**src/rtl/vga_sync_gen_if.sv**
```systemverilog
// VGA timing bundle: pixel strobe, raster position, blanking and sync levels
// from the timing generator to its downstream consumers.
interface vga_sync_gen_if;
   logic       p_tick;
   logic [9:0] pixel_x;
   logic [9:0] pixel_y;
   logic       video_on;
   logic       hsync;
   logic       vsync;
   logic       frame_start;

   modport master (
      output p_tick, pixel_x, pixel_y, video_on, hsync, vsync, frame_start
   );
   modport slave (
      input  p_tick, pixel_x, pixel_y, video_on, hsync, vsync, frame_start
   );
endinterface

```
**src/rtl/vga_sync_gen.sv**
```systemverilog
// VGA raster timing generator: pixel-rate divider, h/v counters, registered
// sync pulses aligned with the counters, and a one-clock frame-start pulse.
module vga_sync_gen #(
   parameter int unsigned CLK_DIV     = 2,
   parameter int unsigned H_DISP      = 640,
   parameter int unsigned H_FP        = 16,
   parameter int unsigned H_SYNC      = 96,
   parameter int unsigned H_BP        = 48,
   parameter int unsigned V_DISP      = 480,
   parameter int unsigned V_FP        = 10,
   parameter int unsigned V_SYNC      = 2,
   parameter int unsigned V_BP        = 33,
   parameter bit          SYNC_ACTIVE = 1'b0
) (
   input  logic           i_clk,
   input  logic           i_reset,
   vga_sync_gen_if.master vga
);
   localparam int unsigned H_TOTAL = H_DISP + H_FP + H_SYNC + H_BP;
   localparam int unsigned V_TOTAL = V_DISP + V_FP + V_SYNC + V_BP;
   localparam int unsigned DIV_W   = (CLK_DIV > 1) ? $clog2(CLK_DIV) : 1;

   localparam logic [DIV_W-1:0] DIV_LAST = DIV_W'(CLK_DIV - 1);
   localparam logic [DIV_W-1:0] DIV_ONE  = DIV_W'(1);
   localparam logic [9:0] H_LAST       = 10'(H_TOTAL - 1);
   localparam logic [9:0] V_LAST       = 10'(V_TOTAL - 1);
   localparam logic [9:0] H_VIS        = 10'(H_DISP);
   localparam logic [9:0] V_VIS        = 10'(V_DISP);
   localparam logic [9:0] H_SYNC_FIRST = 10'(H_DISP + H_FP);
   localparam logic [9:0] H_SYNC_LAST  = 10'(H_DISP + H_FP + H_SYNC - 1);
   localparam logic [9:0] V_SYNC_FIRST = 10'(V_DISP + V_FP);
   localparam logic [9:0] V_SYNC_LAST  = 10'(V_DISP + V_FP + V_SYNC - 1);

   logic [DIV_W-1:0] r_div_cnt, w_div_nxt;
   logic [9:0]       r_h_cnt, r_v_cnt, w_h_nxt, w_v_nxt;
   logic             r_hsync, r_vsync, r_frame_start;
   logic             w_p_tick, w_h_wrap, w_v_wrap, w_hsync_act, w_vsync_act;

   assign w_p_tick = (r_div_cnt == DIV_LAST);
   assign w_h_wrap = w_p_tick && (r_h_cnt == H_LAST);
   assign w_v_wrap = w_h_wrap && (r_v_cnt == V_LAST);

   always_comb begin
      w_div_nxt = w_p_tick ? '0 : r_div_cnt + DIV_ONE;
      w_h_nxt   = r_h_cnt;
      w_v_nxt   = r_v_cnt;
      if (w_p_tick) w_h_nxt = w_h_wrap ? '0 : r_h_cnt + 10'd1;
      if (w_h_wrap) w_v_nxt = w_v_wrap ? '0 : r_v_cnt + 10'd1;
   end

   // Syncs decode the next-state counters so the registered level lines up with pixel_x/y.
   assign w_hsync_act = (w_h_nxt >= H_SYNC_FIRST) && (w_h_nxt <= H_SYNC_LAST);
   assign w_vsync_act = (w_v_nxt >= V_SYNC_FIRST) && (w_v_nxt <= V_SYNC_LAST);

   always_ff @(posedge i_clk) begin
      if (i_reset) begin
         r_div_cnt     <= '0;
         r_h_cnt       <= '0;
         r_v_cnt       <= '0;
         r_hsync       <= ~SYNC_ACTIVE;
         r_vsync       <= ~SYNC_ACTIVE;
         r_frame_start <= 1'b0;
      end else begin
         r_div_cnt     <= w_div_nxt;
         r_h_cnt       <= w_h_nxt;
         r_v_cnt       <= w_v_nxt;
         r_hsync       <= w_hsync_act ? SYNC_ACTIVE : ~SYNC_ACTIVE;
         r_vsync       <= w_vsync_act ? SYNC_ACTIVE : ~SYNC_ACTIVE;
         r_frame_start <= w_v_wrap;
      end
   end

   assign vga.p_tick      = w_p_tick;
   assign vga.pixel_x     = r_h_cnt;
   assign vga.pixel_y     = r_v_cnt;
   assign vga.video_on    = (r_h_cnt < H_VIS) && (r_v_cnt < V_VIS);
   assign vga.hsync       = r_hsync;
   assign vga.vsync       = r_vsync;
   assign vga.frame_start = r_frame_start;
endmodule

```
**src/flat_wrapper.sv**
```systemverilog
// flat-port wrapper written by rule: the top's interface ports become plain ports
module vga_sync_gen_flat 
#(
   parameter int unsigned CLK_DIV     = 2,
   parameter int unsigned H_DISP      = 640,
   parameter int unsigned H_FP        = 16,
   parameter int unsigned H_SYNC      = 96,
   parameter int unsigned H_BP        = 48,
   parameter int unsigned V_DISP      = 480,
   parameter int unsigned V_FP        = 10,
   parameter int unsigned V_SYNC      = 2,
   parameter int unsigned V_BP        = 33,
   parameter bit          SYNC_ACTIVE = 1'b0
)
  (i_clk, i_reset, vga_p_tick, vga_pixel_x, vga_pixel_y, vga_video_on, vga_hsync, vga_vsync, vga_frame_start);
  vga_sync_gen_if vga_i ();
  input  logic i_clk;
  input  logic i_reset;
  output wire logic [$bits(vga_i.p_tick)-1:0] vga_p_tick;
  output wire logic [$bits(vga_i.pixel_x)-1:0] vga_pixel_x;
  output wire logic [$bits(vga_i.pixel_y)-1:0] vga_pixel_y;
  output wire logic [$bits(vga_i.video_on)-1:0] vga_video_on;
  output wire logic [$bits(vga_i.hsync)-1:0] vga_hsync;
  output wire logic [$bits(vga_i.vsync)-1:0] vga_vsync;
  output wire logic [$bits(vga_i.frame_start)-1:0] vga_frame_start;
  assign vga_p_tick = vga_i.p_tick;
  assign vga_pixel_x = vga_i.pixel_x;
  assign vga_pixel_y = vga_i.pixel_y;
  assign vga_video_on = vga_i.video_on;
  assign vga_hsync = vga_i.hsync;
  assign vga_vsync = vga_i.vsync;
  assign vga_frame_start = vga_i.frame_start;
  vga_sync_gen #(.CLK_DIV(CLK_DIV), .H_DISP(H_DISP), .H_FP(H_FP), .H_SYNC(H_SYNC), .H_BP(H_BP), .V_DISP(V_DISP), .V_FP(V_FP), .V_SYNC(V_SYNC), .V_BP(V_BP), .SYNC_ACTIVE(SYNC_ACTIVE)) u_core (.i_clk(i_clk), .i_reset(i_reset), .vga(vga_i));
endmodule
```
**config.mk**
```make
export PLATFORM = sky130hd
export DESIGN_NAME = vga_sync_gen_flat
export DESIGN_NICKNAME = d
export VERILOG_FILES = /design/src/rtl/vga_sync_gen_if.sv /design/src/rtl/vga_sync_gen.sv /design/src/flat_wrapper.sv
export SDC_FILE = /design/constraint.sdc
export NUM_CORES = 1
export LEC_CHECK = 0
export ABC_AREA = 1
export ABC_CLOCK_PERIOD_IN_PS = 1910
export CAP_MARGIN = 10
export CORE_MARGIN = 4
export CORE_UTILIZATION = 45
export DETAILED_ROUTE_END_ITERATION = 8
export PLACE_DENSITY_LB_ADDON = 0.2
export SYNTH_ARGS = -nofsm -noshare
export SYNTH_HDL_FRONTEND = slang
export SYNTH_SLANG_ARGS = --single-unit
```
**constraint.sdc**
```tcl
create_clock -name i_clk -period 1.91 [get_ports i_clk]
set_input_delay 0.4775 -clock i_clk [delete_from_list [all_inputs] [get_ports i_clk]]
set_output_delay 0.4775 -clock i_clk [all_outputs]
set_load 0.01 [all_outputs]
```
# Word-level counts from Yosys, hierarchy flattened
# Index checks and enable logic that the tools add are counted.
[word_totals] reg_bits=24 in_bits=2 output_inout_bits=25 wordCells=29
[classes] n_addsub=3 order_cmp=6 eq_ne=2 mux=6 reduce_logical=6
[ops] op="$mux W10" count=4
[ops] op="$add A10 B1 Y10 const B" count=2
[ops] op="$eq A10 B10 Y1 const B" count=2
[ops] op="$ge A10 B10 Y1 const B" count=1
[ops] op="$ge A10 B9 Y1 const B" count=1
[ops] op="$le A10 B10 Y1 const B" count=1
[ops] op="$le A10 B9 Y1 const B" count=1
[ops] op="$lt A10 B10 Y1 const B" count=1
[ops] op="$lt A10 B9 Y1 const B" count=1
[ops] op="$logic_and A1 B1 Y1" count=5
[ops] op="$mux W1" count=2
[ops] op="$reduce_or A2 Y1" count=1
[ops] op="$add A1 B1 Y1 const B" count=1

# Depth between registers and ports, before layout
# Gate-level depths: netlist of run 1.
[logic_depth] word_depth=8 ltp_mapped=12 ltp_nobuf=11

# Worst setup path before layout of run 1
# Ideal clock, no wire load.
[synth_timing] path_type="reg2reg" start="reg u_core.r_h_cnt[1] (netlist: u_core.vga.pixel_x[1])" end="reg u_core.r_vsync (netlist: u_core.vga.vsync)" setup_ns=0.121 t_arrival_ns=1.543 t_required_ns=1.789 path_slack_ns=0.247 stages_incl_launch_ff=12 n_path_buf=1 period_less_slack_ns=1.663 cell_sequence="dfxtp_1 ha_1 nand2_1 nor2_8 nand2_4 nor2_4 buf_8 nand3_2 nand2_2 nand3_2 nor2_1 nand3_1"
[synth_via] elab_chain_len=8 elab_cells_between_ends=9 classes_between="order compare: 2; eq/ne: 1; mux: 3; reduce/logical: 3"
[synth_rtl] element="from (decl)" line_no="vga_sync_gen.sv:35" text="logic [9:0] r_h_cnt, r_v_cnt, w_h_nxt, w_v_nxt;"
[synth_rtl] element="from (signal assigned)" line_no="vga_sync_gen.sv:65" text="r_h_cnt <= w_h_nxt;"
[synth_rtl] element="$eq A10 B10 Y1 (*)" line_no="vga_sync_gen.sv:40" text="assign w_h_wrap = w_p_tick && (r_h_cnt == H_LAST);"
[synth_rtl] element="$logic_and A1 B1 Y1 (*)" line_no="vga_sync_gen.sv:40"
[synth_rtl] element="$logic_and A1 B1 Y1" line_no="vga_sync_gen.sv:41" text="assign w_v_wrap = w_h_wrap && (r_v_cnt == V_LAST);"
[synth_rtl] element="$mux W10" line_no="vga_sync_gen.sv:48" text="if (w_h_wrap) w_v_nxt = w_v_wrap ? '0 : r_v_cnt + 10'd1;"
[synth_rtl] element="$mux W10 (*)" line_no="vga_sync_gen.sv:48"
[synth_rtl] element="$ge A10 B9 Y1 / $le A10 B9 Y1 (equally long branches)" line_no="vga_sync_gen.sv:53" text="assign w_vsync_act = (w_v_nxt >= V_SYNC_FIRST) && (w_v_nxt <= V_SYNC_LAST);"
[synth_rtl] element="$logic_and A1 B1 Y1 (*)" line_no="vga_sync_gen.sv:53"
[synth_rtl] element="$mux W1 (*)" line_no="vga_sync_gen.sv:68" text="r_vsync <= w_vsync_act ? SYNC_ACTIVE : ~SYNC_ACTIVE;"
[synth_rtl] element="to (signal assigned)" line_no="vga_sync_gen.sv:61" text="r_vsync <= ~SYNC_ACTIVE;"
[synth_rtl] element="to (signal assigned)" line_no="vga_sync_gen.sv:68"
[synth_rtl] element="to (decl)" line_no="vga_sync_gen.sv:36" text="logic r_hsync, r_vsync, r_frame_start;"
# Every way passes the cells marked *; elsewhere a longest branch is shown, timed or not.
# A chain may end at the register's enable or synchronous reset.

# Worst setup path after layout of run 1
[layout_timing] start="reg u_core.r_h_cnt[9] (netlist: u_core.vga.pixel_x[9])" end="out vga_pixel_x[9]"
[layout_rtl] element="to (decl)" line_no="flat_wrapper.sv:20" text="output wire logic [$bits(vga_i.pixel_x)-1:0] vga_pixel_x;"
# No word-level cell between the ends.

==> metrics.csv, run 1 <==
metric;value;unit
status;complete, no violations;
PwrDens;506;mW/mm2
Final Hold Viols;0;
final critical-path required period;1850;ps
GR Util met1;22.7;%
H-Tree Level Count;1;
Setup violations, final;0;
clk_skew;2.49;ps
cts bufs inserted;3;
Initial Util;48.6;%
met3 Usage GRT;2.84;%
largest net degree at the start of global routing;15;
Synth cell types;27;
Die H;63.3;um
CP max stage delay;530;ps
Gate Count Post-Synth;200;
met2 Use GR;29.4;%
clock slew at reported path FFs;140;ps
max cap viols;0;
WP data required;1430;ps
routed vias;1390;
main area contributors after synthesis;dfxtp_1, nand2_1, nor2_1;
Site Rows;19;
first-pass GRT wire length;5.66;mm
ant diodes;0;
HP Class;register to register;
GRT overflow;0;
Die Footprint;0.00400;mm2
Clock Tree Buf Depth;2;
unrepaired setup endpoints after global routing;yes;
Leak Pwr;0.861;nW
Hold WS;540;ps
later-pin clock latency in the skew report;320;ps
Worst setup SP type;register;
critical path class;register to output pin;
area of the multi-input gates;767;um2
Clock Sinks;24;
drt drc;0;
CTS tree;yes;
Synth Cell Area;0.00138;mm2
via density per instance;5.04;
Seq/Total Area, Yosys;34.9;%
All-Layer GR Usage;17.4;%
post-route ant nets;0;
relative slew slack;79.6;%
FILL cells;258;
worst path arrival time;1370;ps
Ys Warns;0;
I/O pin cnt;27;
FF/Latch Area;482;um2
vias in the first global route;1288;
Worst IR Drop VDD;0.436;mV
Worst Slack Setup Final;63.7;ps
Seq cells post-synth;24;
Routability Congestion;0.875;
Die W;63.3;um
post-DR wirelength/cell;12.4;um
Area growth syn-to-layout;33.2;%
layer with the highest usage;met2;
Synth top area share;34.9;%
Nets;251;
Worst Tran Pin Value;306;ps
Post-DP HPWL;2.56;mm
average size of a mapped cell;6.88;um2
worst slack at placement;89.6;ps
Iter 0 DRT Violations;42;
final slew viol count;0;
core box area;0.00283;mm2
input/output buffers;26;
CP cell instances;buf_4, clkdlybuf4s50_1;
area leader, netlist;dfxtp_1;
Worst setup EP type;output pin;
routed wire length;3.42;mm
final period utilization;96.7;%
drt pass-1 iters;4;
Crit Path Max Fanout;4;
share of layout cells above drive strength 1;17.1;%
initial antenna violation count;0;
Critical-path top delay cell;clkdlybuf4s50_1;
Mapped Nets;205;
highest clock rate;542;MHz
CTS Root Cell;clkbuf_4;
## path summary, 6_finish.rpt
check,start,endpoint,slack [ps],depth (start not counted)
max,u_core.vga.pixel_x[9],vga_pixel_x[9],60,2
min,u_core.vga.pixel_x[1],u_core.vga.pixel_x[1],540,1
max reg2reg,u_core.vga.pixel_x[1],u_core.vga.vsync,160,12
min reg2reg,u_core.vga.pixel_x[1],u_core.vga.pixel_x[1],540,1
## cell families after synthesis
| logic type | Yosys count | synth area share (%) |
|---|---|---|
| AND/OR/NAND/NOR | 124 | 44.1 |
| buffers and inverters | 32 | 10.1 |
| flip-flops | 24 | 34.9 |
| AO/OA/AOI/OAI | 13 | 5.55 |
| XOR/XNOR | 4 | 2.55 |
| adder cells (fa/ha/maj) | 3 | 2.73 |
## cells in the final DEF, fill, tap and decap left out, drive strengths merged
master / netlist / final
and2: 1 / 1
clkdlybuf4s50: 0 / 25
nand4: 4 / 4
a32o: 1 / 1
or2: 1 / 1
a211oi: 1 / 1
buf: 2 / 17
nand2: 57 / 57
nor2: 36 / 37
o21ai: 6 / 6
a21oi: 4 / 4
ha: 3 / 3
inv: 29 / 29
a221oi: 1 / 1
dfxtp: 24 / 24
xor2: 4 / 4
clkbuf: 1 / 4
bufinv: 0 / 1
nand3: 21 / 21
nor3: 4 / 4
## registers in the layout, summed over array words and instances (netlist names)
register and count:
u_core.vga.pixel_x 10, u_core.vga.pixel_y 10, u_core.vga.frame_start 1, u_core.vga.hsync 1, u_core.vga.p_tick 1, u_core.vga.vsync 1
## synth_stat cells, drive strengths merged
library cell	number
nand2	57
nor2	36
inv	29
dfxtp	24
nand3	21
o21ai	6
a21oi	4
nand4	4
nor3	4
xor2	4
ha	3
buf	2
a211oi	1
a221oi	1
a32o	1
and2	1
clkbuf	1
or2	1
## report_power, final
group	total [mW]	internal, mW	switching [mW]
registers	0.512	0.506	0.00575
clock network	0.373	0.212	0.160
logic	0.0432	0.0218	0.0214
## cell type report
cell class / instances / area share, %
multi-input cells: 145 / 41.9
flip-flops and latches: 24 / 26.3
repair buffers: 43 / 20.9
inverters: 29 / 5.94
well taps: 31 / 2.12
clock inverters: 1 / 1.64
clock buffers: 3 / 1.23
## what timing repair did
item                                    4_1_cts  5_1_grt
pin swaps                                     0        1
endpoints found under the setup margin        1        4
gates resized for setup                       1        4
hold buffers                                  0        0
gates cloned                                  0        1
buffers inserted                              0        3
## metal layers
metal	up-vias	part of all wire, %
li1	719	-
met1	622	47
met2	43	47
met3	6	5.3
met4	0	1.1
met5	-	0
## per-stage QoR
| stage | TNS (ps) | area [um2] | power (mW) | util, % | instances |
|---|---|---|---|---|---|
| 5_1_grt | -46.4 | 1830 | 0.959 | 64.8 | 276 |
| 3_3_place_gp | 0 | 1750 | 0.565 | 61.8 | 268 |
| 3_5_place_dp | 0 | 1750 | 0.566 | 61.8 | 268 |
| 2_1_floorplan | 0 | 1380 | 0.541 | - | 200 |
| 6_report | 0 | 1830 | 0.928 | 64.8 | 276 |
| 4_1_cts | 0 | 1800 | 0.933 | 63.6 | 272 |
## worst max-delay path: cells and delay by family (launching register included)
family	cells	cell delay, ps
buf+inv	2	680
flops	1	370
(Power assumes the default switching activity.)
==> run 2: changes to the inputs <==
PLACE_DENSITY = 0.71   (was default)
PLACE_DENSITY_LB_ADDON = default   (was 0.2)
SKIP_LAST_GASP = 1   (was default)
==> run 2 against run 1 <==
  * Core utilization shrank 1.9 points
  * Largest power group unchanged
  * Maximum frequency rose by 1.3%
  * Worst hold slack got worse by 30 ps
  * Final area fell by 2.9%
  * Die area unchanged
  * Worst setup slack improved by 25 ps
==> metrics.csv, run 2 (same netlist as run 1, synthesis figures left out) <==
metric;value;unit
final period utilization;95.4;%
relative slew slack;81.5;%
clock slew at reported path FFs;130;ps
initial antenna violation count;0;
final core utilization;62.8;%
FILL cells;258;
max cap viols;0;
Routability Congestion;0.878;
All-Layer GR Usage;17.1;%
HP Class;register to register;
Iter 0 DRT Violations;59;
routed wire length;3.33;mm
WP data required;1430;ps
final critical-path required period;1820;ps
power share of the clock group;28.8;%
Leak Pwr;0.828;nW
I/O pin cnt;27;
input/output buffers;26;
GRT overflow;0;
Nets;247;
worst path arrival time;1340;ps
highest clock rate;549;MHz
post-DR wirelength/cell;12.3;um
PwrDens;436;mW/mm2
Worst Tran Pin Value;276;ps
P_int;0.599;mW
vias in the first global route;1250;
Worst setup EP type;output pin;
CTS tree;yes;
Crit Path Max Fanout;5;
first-pass GRT wire length;5.69;mm
Site Rows;19;
status;complete, no violations;
Hold WS;511;ps
drt pass-1 iters;4;
cells on worst reg2reg path;8;
post-route ant nets;0;
total power;0.775;mW
later-pin clock latency in the skew report;310;ps
Area growth syn-to-layout;29.3;%
Clock Sinks;24;
Initial Util;48.6;%
Die H;63.3;um
combinational share of power;4.9;%
Die Footprint;0.00400;mm2
CTS Root Cell;clkbuf_4;
Worst setup SP type;register;
critical path class;register to output pin;
H-Tree Level Count;1;
Worst IR Drop VDD;0.295;mV
ant diodes;0;
commonest non-fill, non-tap cell in the layout;nand2_1;
Final Hold Viols;0;
Clock Tree Buf Depth;2;
clk_skew;2.41;ps
core box area;0.00283;mm2
Net Sw Frac;22.7;%
net switching power;0.176;mW
Setup violations, final;0;
cts bufs inserted;3;
largest net degree at the start of global routing;13;
sequential power share;66.3;%
hold_buf cts;0;
final slew viol count;0;
hold path depth;1;
unrepaired setup endpoints after global routing;yes;
via density per instance;5.03;
drt drc;0;
share of layout cells above drive strength 1;15.8;%
most frequent cells in the layout;nand2_1, nor2_1, inv_1, clkdlybuf4s50_1, dfxtp_1;
worst reg-to-reg setup slack;120;ps
routed vias;1363;
Post-DP HPWL;2.57;mm
Die W;63.3;um
run 2: changes by cell type in the layout (fill, tap and decap cells not counted):
| cell | change |
|---|---|
| nor3_1 | +1 |
| buf_4 | -4 |
| dfxtp_1 | -1 |
| dfxtp_4 | +1 |
| nor2_4 | +1 |
| nand2_1 | -1 |
| bufinv_16 | -1 |
| nor2_2 | -1 |
| nand2_2 | +1 |
| nor3_2 | -1 |
run 2: path summary, 6_finish.rpt:
check,from,endpoint
setup / recovery,u_core.vga.pixel_y[6],vga_pixel_y[6]
hold / removal,u_core.vga.pixel_x[1],u_core.vga.pixel_x[1]
setup reg to reg,u_core.vga.pixel_x[0],u_core.vga.pixel_x[1]
hold reg to reg,u_core.vga.pixel_x[1],u_core.vga.pixel_x[1]
run 2: metrics by stage:
step	TNS (ps)	cell area, um2	cells	setup slack, ps
CTS	0	1750	268	47.8
finish	0	1780	271	88.2
detailed placement	0	1730	265	104
floorplan	0	1380	200	247
global route	-41.3	1780	271	-40.0
global placement	0	1730	265	127
run 2: what timing repair did:
item	CTS	global route
setup buffers	0	2
cloned	0	1
pin swaps	0	1
setup endpoints to repair	2	10
resized for setup	2	6
run 2: final cells by class:
| class | instances | area [um2] | share of cell area, % |
|---|---|---|---|
| Multi-Input combinational cell | 145 | 769 | 43.3 |
| Sequential cell | 24 | 485 | 27.3 |
| Timing Repair Buffer | 39 | 353 | 19.8 |
| Inverter | 29 | 109 | 6.12 |
| Tap cell | 31 | 38.8 | 2.18 |
| Clock buffer | 3 | 22.5 | 1.27 |
run 2: power groups by stage:
| stage | combinational, mW | sequential [mW] | clock (mW) |
|---|---|---|---|
| 5_1_grt | 0.0425 | 0.515 | 0.246 |
| 3_3_place_gp | 0.0371 | 0.524 | 0 |
| 4_1_cts | 0.0382 | 0.514 | 0.229 |
| 6_report | 0.0381 | 0.514 | 0.223 |
| 2_1_floorplan | 0.0187 | 0.523 | 0 |
| 3_5_place_dp | 0.0378 | 0.525 | 0 |
run 2: layer usage:
metal | global-route usage, % | share of wire, %
met1 | 24.5 | 50
met2 | 25.7 | 44
met3 | 4.26 | 4.9
met4 | 4.04 | 0.93
met5 | 0 | 0
run 2: worst max-delay path: stages, from the launching register on:
cell,delay (ps)
dfxtp_1,360
buf_4,140
clkdlybuf4s50_1,530
